<file path="src/rtl/cpu_step_pkg.sv">
// Shared definitions for the CPU step controller: FSM state encoding and
// default parameter values used by the controller and its debouncer.
package cpu_step_pkg;

  typedef enum logic [1:0] {
    HALT  = 2'd0,
    RUN   = 2'd1,
    STEP  = 2'd2,
    BREAK = 2'd3
  } stepState_t;

  localparam int unsigned DEFAULT_DEBOUNCE_TICKS = 4;
  localparam int unsigned DEFAULT_CNT_W          = 32;

endpackage

</file>
<file path="src/rtl/step_debouncer.sv">
// Two-flop synchronizer plus tick-paced debouncer for the raw single-step
// pushbutton. Emits a one-cycle pulse when the debounced level rises.
module step_debouncer
  import cpu_step_pkg::*;
#(
  parameter int unsigned DEBOUNCE_TICKS = DEFAULT_DEBOUNCE_TICKS
) (
  input  logic FPGAClock,
  input  logic FPGAResetN,
  input  logic FPGATick,
  input  logic raw,
  output logic rise
);

  localparam logic [3:0] LAST_COUNT = 4'(DEBOUNCE_TICKS - 1);

  logic       rawMeta_q;
  logic       rawSync_q;
  logic       debounced_q, debounced_d;
  logic [3:0] count_q, count_d;
  logic       rise_q, rise_d;

  // Bring the asynchronous button level into the clock domain
  always_ff @(posedge FPGAClock or negedge FPGAResetN) begin
    if (!FPGAResetN) begin
      rawMeta_q <= 1'b0;
      rawSync_q <= 1'b0;
    end else begin
      rawMeta_q <= raw;
      rawSync_q <= rawMeta_q;
    end
  end

  // Count consecutive tick samples that disagree with the accepted level;
  // any agreeing tick sample restarts the count
  always_comb begin
    debounced_d = debounced_q;
    count_d     = count_q;
    rise_d      = 1'b0;
    if (FPGATick) begin
      if (rawSync_q != debounced_q) begin
        if (count_q == LAST_COUNT) begin
          debounced_d = rawSync_q;
          count_d     = 4'd0;
          rise_d      = rawSync_q;
        end else begin
          count_d = count_q + 4'd1;
        end
      end else begin
        count_d = 4'd0;
      end
    end
  end

  // Debounce state registers
  always_ff @(posedge FPGAClock or negedge FPGAResetN) begin
    if (!FPGAResetN) begin
      debounced_q <= 1'b0;
      count_q     <= 4'd0;
      rise_q      <= 1'b0;
    end else begin
      debounced_q <= debounced_d;
      count_q     <= count_d;
      rise_q      <= rise_d;
    end
  end

  assign rise = rise_q;

endmodule

</file>
<file path="src/rtl/cpu_step_controller.sv">
// Run/halt/single-step controller producing a one-cycle clock enable for a
// single-cycle CPU, paced by FPGATick. Define STEP_CTRL_CYCLE_COUNT_EN to
// build the cpu_ce pulse counter; otherwise cycle_count is tied to zero.
module cpu_step_controller
  import cpu_step_pkg::*;
#(
  parameter int unsigned DEBOUNCE_TICKS = DEFAULT_DEBOUNCE_TICKS,
  parameter int unsigned CNT_W          = DEFAULT_CNT_W
) (
  input  logic             FPGAClock,
  input  logic             FPGAResetN,
  input  logic             FPGATick,
  input  logic             run_sw,
  input  logic             step_btn,
  input  logic             halt_req,
  output logic             cpu_ce,
  output logic [1:0]       state,
  output logic             halted,
  output logic [CNT_W-1:0] cycle_count
);

  logic       runMeta_q;
  logic       runSync_q;
  logic       stepRise;
  logic       stepPending_q, stepPending_d;
  stepState_t state_q, state_d;
  logic       cpuCe_q, cpuCe_d;
  logic       ceAllowed;

  step_debouncer #(
    .DEBOUNCE_TICKS(DEBOUNCE_TICKS)
  ) u_stepDebouncer (
    .FPGAClock (FPGAClock),
    .FPGAResetN(FPGAResetN),
    .FPGATick  (FPGATick),
    .raw       (step_btn),
    .rise      (stepRise)
  );

  // Synchronize the run switch before the FSM looks at it
  always_ff @(posedge FPGAClock or negedge FPGAResetN) begin
    if (!FPGAResetN) begin
      runMeta_q <= 1'b0;
      runSync_q <= 1'b0;
    end else begin
      runMeta_q <= run_sw;
      runSync_q <= runMeta_q;
    end
  end

  // A tick right after an issued enable is refused so cpu_ce never
  // stays high for two cycles even if ticks arrive back to back
  assign ceAllowed = FPGATick && !cpuCe_q;

  // Next-state, enable and step-request logic
  always_comb begin
    state_d       = state_q;
    cpuCe_d       = 1'b0;
    stepPending_d = stepPending_q | stepRise;
    case (state_q)
      HALT: begin
        if (runSync_q) begin
          state_d       = RUN;
          stepPending_d = 1'b0;
        end else if (stepPending_q) begin
          state_d = STEP;
        end
      end
      RUN: begin
        if (halt_req) begin
          state_d = BREAK;
        end else if (!runSync_q) begin
          state_d = HALT;
        end else if (ceAllowed) begin
          cpuCe_d = 1'b1;
        end
      end
      STEP: begin
        if (ceAllowed) begin
          cpuCe_d       = 1'b1;
          stepPending_d = 1'b0;
          state_d       = HALT;
        end
      end
      BREAK: begin
        stepPending_d = 1'b0;
        if (!runSync_q) begin
          state_d = HALT;
        end
      end
      default: begin
        state_d = HALT;
      end
    endcase
  end

  // FSM, enable and pending-step registers
  always_ff @(posedge FPGAClock or negedge FPGAResetN) begin
    if (!FPGAResetN) begin
      state_q       <= HALT;
      cpuCe_q       <= 1'b0;
      stepPending_q <= 1'b0;
    end else begin
      state_q       <= state_d;
      cpuCe_q       <= cpuCe_d;
      stepPending_q <= stepPending_d;
    end
  end

  assign cpu_ce = cpuCe_q;
  assign state  = state_q;
  assign halted = (state_q == HALT) || (state_q == BREAK);

`ifdef STEP_CTRL_CYCLE_COUNT_EN
  logic [CNT_W-1:0] count_q;

  // Count issued enables, wrapping naturally at the counter width
  always_ff @(posedge FPGAClock or negedge FPGAResetN) begin
    if (!FPGAResetN) begin
      count_q <= '0;
    end else if (cpuCe_q) begin
      count_q <= count_q + CNT_W'(1);
    end
  end

  assign cycle_count = count_q;
`else
  assign cycle_count = '0;
`endif

endmodule
</file>
<file path="config.mk">
export PLATFORM = sky130hd
export DESIGN_NAME = cpu_step_controller
export DESIGN_NICKNAME = d
export VERILOG_FILES = /design/src/rtl/cpu_step_pkg.sv /design/src/rtl/step_debouncer.sv /design/src/rtl/cpu_step_controller.sv
export SDC_FILE = /design/constraint.sdc
export NUM_CORES = 1
export LEC_CHECK = 0
export CAP_MARGIN = 20
export CORE_ASPECT_RATIO = 0.6
export CORE_MARGIN = 4
export CORE_UTILIZATION = 37
export CTS_BUF_LIST = sky130_fd_sc_hd__clkbuf_16
export CTS_CLUSTER_DIAMETER = 60
export DETAILED_ROUTE_END_ITERATION = 8
export PLACE_DENSITY_LB_ADDON = 0.25
export SYNTH_ARGS = -nofsm -noshare
export SYNTH_HDL_FRONTEND = slang
export SYNTH_HIERARCHICAL = 1
export SYNTH_SLANG_ARGS = --single-unit
</file>
<file path="constraint.sdc">
create_clock -name FPGAClock -period 1.4 [get_ports FPGAClock]
set_clock_uncertainty 0.1 [all_clocks]
set_input_delay 0.35 -clock FPGAClock [delete_from_list [all_inputs] [get_ports FPGAClock]]
set_output_delay 0.35 -clock FPGAClock [all_outputs]
set_load 0.01 [all_outputs]
</file>
==> flow_summary.ini, run 1 <==
[global_routing]
first_global_vias = 579
grt_antenna_before_repair = 0
grt_use_total = 0.107
grt_pass1_wl_mm = 2.61
grt_overflow_total = 0
grt_max_degree = 15

[layout]
register_area_um2 = 353
final_common_cell = conb_1
layout.nets = 133
multi_input_comb_area_um2 = 502
drive_gt1_frac = 0.339
antenna_cells = 0
final_cell_mix = conb_1 (32), buf_4 (15), dfrtp_1 (12), inv_1 (5), clkdlybuf4s50_1 (4)
fill_cells = 206
synthToLayoutAreaGrowth_pct = 25.3
fin_cells = 151

[route]
routed.top_layer = met4
viasPerCell = 4.32
met3_length_um = 196
routed-via-count = 653
firstDrtPassIters = 4
postRouteAntennaNets = 0
wl_met1_um = 794
routed_wirelength_mm = 1.81
drtIter0Drc = 16
drcViolationCount = 0
wl_met2_um = 794
wire_per_inst_um = 12.0

[sta]
rsz0062_at_grt = true
finalHoldViolCount = 0
fin_ws_ps = -117
timing.fmax_mhz = 659
period_share = 1.08
report.final.slew_viol_count = 0
min_period_ps = 1520
whs_ps = 245
setup_viol = 3

[worst_setup_path]
slowest_stage = dfrtp_2
cp_max_fo = 2
startpoint_type = flop
cp-end-kind = output pin
cp.arrival_ps = 1070
cp.required_ps = 950
slowest_delay_ps = 400
cp_cell_sequence = inv_2 > ha_4 > inv_2 > buf_6
cp_common_cell = inv_2
critPathKind = flop to output pin

[yosys]
ys_seq_area_frac = 0.369
ys_warn_count = 6
syn_inst = 94
synth.top_cell.area_share = 0.369
ys_top_cells_by_area = dfrtp_1 (37%), buf_4 (25%), ha_1 (6.6%)
synthesis.area_um2 = 948
ys_ff_latch = 14
synth_cell_types = 29
synth_area_leader_cell = dfrtp_1
syn_area_per_cell_um2 = 10.1

[cts]
cts_buffer_depth = 2
tritoncts = built
cts_sinks = 14
cts_hold_buf = 0
insertion_delay_ps = 240
cts-buffers-inserted = 3
clkTransAtPathRegs_ps = 50
root_buffer = clkbuf_16
htree_levels = 1

[placed_design]
place_hpwl_mm = 1.32
place.gp.congestion = 0.717
dpl.cell_count = 145
numPortBuffers = 9

[worst_hold_path]
hold_class = flop to flop

[run_status]
outcome = finished with violations
violations = negative setup slack

[die]
design.core.area_mm2 = 0.00229
die_area_mm2 = 0.00346
die_w_um = 73.4
io_pins = 42
die_y_um = 47.2
rows = 13
initial_utilization = 0.414

[power]
total_power_mw = 2.30
ir_drop_uv = 1010
leakage_nw = 0.595
power_density_mw_per_mm2 = 1940

[run]
max_cap_violations = 0
[worst max-delay path, delay by kind of cell, from the launching register on]
kind	cells	cell delay, ps
buffers and inverters	3	220
adders and majority gates	1	200
DFF	1	400
[synthesized netlist by cell type]
master     instances
nor3b_1            1
o21ai_1            1
nor2_2             1
o21ai_0            1
a22o_1             3
nand2b_4           1
inv_1              7
nand3b_1           1
a31o_1             1
a32o_1             1
a21oi_1            3
and2b_1            1
conb_1             1
xnor2_2            1
a221oi_2           1
buf_4             32
nor3b_2            1
o211ai_1           2
mux2_4             1
ha_1               5
a21oi_2            1
a21o_2             1
and3_1             1
dfrtp_1           14
o2bb2ai_1          2
nor3_1             1
nand2_1            5
a31oi_1            1
nor2_1             2
[final timing paths]
| kind | start | to | slack, ps | cells past startpoint |
|---|---|---|---|---|
| min in group asynchronous | FPGAResetN | u_stepDebouncer/count_q[2] | 320 | 2 |
| worst max register to register | state[0] | state[0] | -50 | 5 |
| worst min-delay path | u_stepDebouncer/rawMeta_q | u_stepDebouncer/rawSync_q | 250 | 0 |
| worst max-delay path | state[0] | halted | -120 | 4 |
| max in group asynchronous | FPGAResetN | state[0] | 700 | 2 |
| worst min register to register | u_stepDebouncer/rawMeta_q | u_stepDebouncer/rawSync_q | 250 | 0 |
[logic make-up (layout without fill, tap and decap cells)]
kind of cell    Yosys count  count (layout)  synth area share
xor+xnor                  1               1            0.0172
mux                       1               1            0.0158
fa+ha+maj                 5               5            0.0660
buf+inv                  39              35             0.281
compound gates           18              18             0.149
flops                    14              14             0.369
simple gates             15              15            0.0976
other cells               1              32           0.00395
[registers in the layout, summed over array words and instances, names as in the netlist]
name / flops
u_stepDebouncer/debounced_q: 1
runMeta_q: 1
state: 2
u_stepDebouncer/count_q: 4
stepPending_q: 1
u_stepDebouncer/rawMeta_q: 1
u_stepDebouncer/rawSync_q: 1
u_stepDebouncer/rise: 1
runSync_q: 1
cpu_ce: 1
[repair_timing]
| item | in CTS | in global routing |
|---|---|---|
| setup endpoints to repair | 9 | 6 |
| pin swaps | 6 | 5 |
| setup buffers | 0 | 2 |
| hold endpoints to repair | 0 | 0 |
| gates resized for setup | 24 | 4 |
[cell type report]
cell class | count | area share
inverter | 7 | 0.0221
sequential | 14 | 0.297
multi-input combinational | 72 | 0.422
tap | 30 | 0.0316
clock inverter | 1 | 0.00316
timing repair buffer | 24 | 0.161
clock buffer | 3 | 0.0632
[power by group]
group / switching, mW / internal, mW / leakage, nW / total [mW]
Combinational: 0.559 / 0.638 / 0.376 / 1.20
Clock: 0.163 / 0.377 / 0.0423 / 0.540
Sequential: 0.0666 / 0.498 / 0.177 / 0.565
[through the flow]
step / instance area, µm² / util / TNS, ps / setup slack (ps)
floorplan: 1070 / - / 0 / 13.5
global placement: 1050 / 0.459 / -1940 / -317
detailed placement: 1050 / 0.459 / -1980 / -329
CTS: 1140 / 0.499 / -236 / -164
global route: 1190 / 0.518 / -425 / -151
finish: 1190 / 0.518 / -174 / -117
[per-layer routing]
metal	GRT usage	up-vias
li1	-	306
met5	0	-
met2	0.142	34
met1	0.142	308
met4	0.0542	0
met3	0.0534	5
(Power assumes the default switching activity.)
==> inputs of run 2 (changes only) <==
- CTS_CLUSTER_SIZE: not set -> 25
- HOLD_SLACK_MARGIN: not set -> 0.06
- clock period: 1.4 -> 1.3 ns (I/O delays scaled with it)
==> run 2 against run 1 <==
  * Critical path depth unchanged
  * The flow still finishes with violations (negative setup slack)
  * Sequential share of layout area shrank 0.88 points
  * Critical endpoint unchanged
  * Worst setup slack worse by 67 ps
  * Clock power rose by 5.6%
  * First-iteration DRC count is 25% higher
  * Largest power group unchanged
  * Design area grew 3.1%
  * Wire length is 2.9% lower
  * Count of clock-buffer cells in the layout is the same
==> flow_summary.ini, run 2 (same netlist as run 1, synthesis figures left out) <==
[worst_setup_path]
rr_startpoint = state[0]
cp.arrival_ps = 1060
reg2reg_depth = 5
cp.required_ps = 880
ff2ff_setup_slack_ps = -160
cp_cell_sequence = inv_2 > ha_4 > inv_2 > buf_6
cp_max_fo = 2
cp_common_cell = inv_2
reg2reg_to = state[0]
startpoint_type = flop
critPathKind = flop to output pin
slowest_stage = dfrtp_2
slowest_delay_ps = 400
cp-end-kind = output pin

[placed_design]
dpl_cell_area_mm2 = 0.00108
dpl.cell_count = 146
numPortBuffers = 9
place_hpwl_mm = 1.27
place.gp.congestion = 0.886

[global_routing]
grt_use_total = 0.106
grt_antenna_before_repair = 0
first_global_vias = 571
grt_max_degree = 15
grt_pass1_wl_mm = 2.61
grt_overflow_total = 0

[sta]
rsz0062_at_grt = true
tns_ps = -644
period_share = 1.14
timing.fmax_mhz = 674
report.final.slew_viol_count = 0
whs_ps = 245
fin_ws_ps = -184
finalHoldViolCount = 0
setup_viol = 6
min_period_ps = 1480

[cts]
cts-buffers-inserted = 3
tritoncts = built
root_buffer = clkbuf_16
insertion_delay_ps = 240
cts_hold_buf = 0
htree_levels = 1
clkTransAtPathRegs_ps = 40
cts_buffer_depth = 2
cts_sinks = 14

[layout]
final_cell_mix = conb_1 (32), buf_4 (17), dfrtp_1 (12)
layout.nets = 135
largest_reg_flops = 4
drive_gt1_frac = 0.382
design_area_mm2 = 0.00122
largest-register = u_stepDebouncer/count_q
antenna_cells = 0
synthToLayoutAreaGrowth_pct = 29.2
final_common_cell = conb_1
fin_cells = 153

[run_status]
outcome = finished with violations
violations = negative setup slack

[route]
wl_met1_um = 790
routed_wirelength_mm = 1.76
wl_met2_um = 759
routed-via-count = 661
drtIter0Drc = 20
wire_per_inst_um = 11.5
drcViolationCount = 0
met3_length_um = 210
routed.top_layer = met3
firstDrtPassIters = 4
viasPerCell = 4.32
postRouteAntennaNets = 0

[run]
max_cap_violations = 0

[power]
leakage_nw = 0.602
total_power_mw = 2.52
ir_drop_uv = 1210
power_density_mw_per_mm2 = 2060

[die]
io_pins = 42
die_w_um = 73.4
design.core.area_mm2 = 0.00229
rows = 13
initial_utilization = 0.414
die_area_mm2 = 0.00346
die_y_um = 47.2

[worst_hold_path]
hp-start = runMeta_q
min_to = runSync_q
hold_class = flop to flop
min_path_cells = 0
[run 2: changes by cell type in the layout (fill, tap and decap cells not counted), sizes merged]
cell           before  now
buf                18   20
clkdlybuf4s15       0    1
clkinv              0    1
dlygate4sd2         2    1
inv                 8    7
[run 2: worst max-delay path: cells and delay by family (launching register included)]
kind       cells  cell delay [ps]
buf+inv        3              230
fa+ha+maj      1              200
flops          1              400
[run 2: layout make-up]
cell class              count  area, µm²
flip-flops and latches     14        353
clock inverters             1       3.75
fillers                   192       1070
well taps                  30       37.5
clock buffers               3       75.1
repair buffers             26        208
multi-input cells          72        522
inverters                   7       26.3
[run 2: timing repair]
action                                  CTS  global route
setup buffers                             3             1
hold endpoints to repair                  0             0
gates resized for setup                  23             5
endpoints found under the setup margin   11            12
pin swaps                                 6             4
[run 2: through the flow]
step	setup slack [ps]	util
finish	-184	0.534
global route	-219	0.534
CTS	-192	0.526
detailed placement	-371	0.471
global placement	-367	0.471
floorplan	-33.4	-
[run 2: per-layer routing]
metal / vias up / global-route usage
met3: 0 / 0.0662
li1: 310 / -
met1: 314 / 0.138
met2: 37 / 0.151
met5: - / 0
met4: 0 / 0.0217
[run 2: power by group]
part | total (mW) | leakage [nW] | switching [mW] | internal, mW
Clock | 0.570 | 0.0385 | 0.164 | 0.405
Sequential | 0.606 | 0.177 | 0.0691 | 0.537
Combinational | 1.34 | 0.386 | 0.620 | 0.723
[run 2: worst max-delay path by stage]
stage                  start  endpoint  slack, ps  depth (start not counted)
global route        state[0]    halted       -220                          4
global placement    state[1]    halted       -370                          4
floorplan           state[1]  state[0]        -30                          5
detailed placement  state[1]    halted       -370                          4
CTS                 state[1]    halted       -190                          4
finish              state[1]    halted       -180                          4
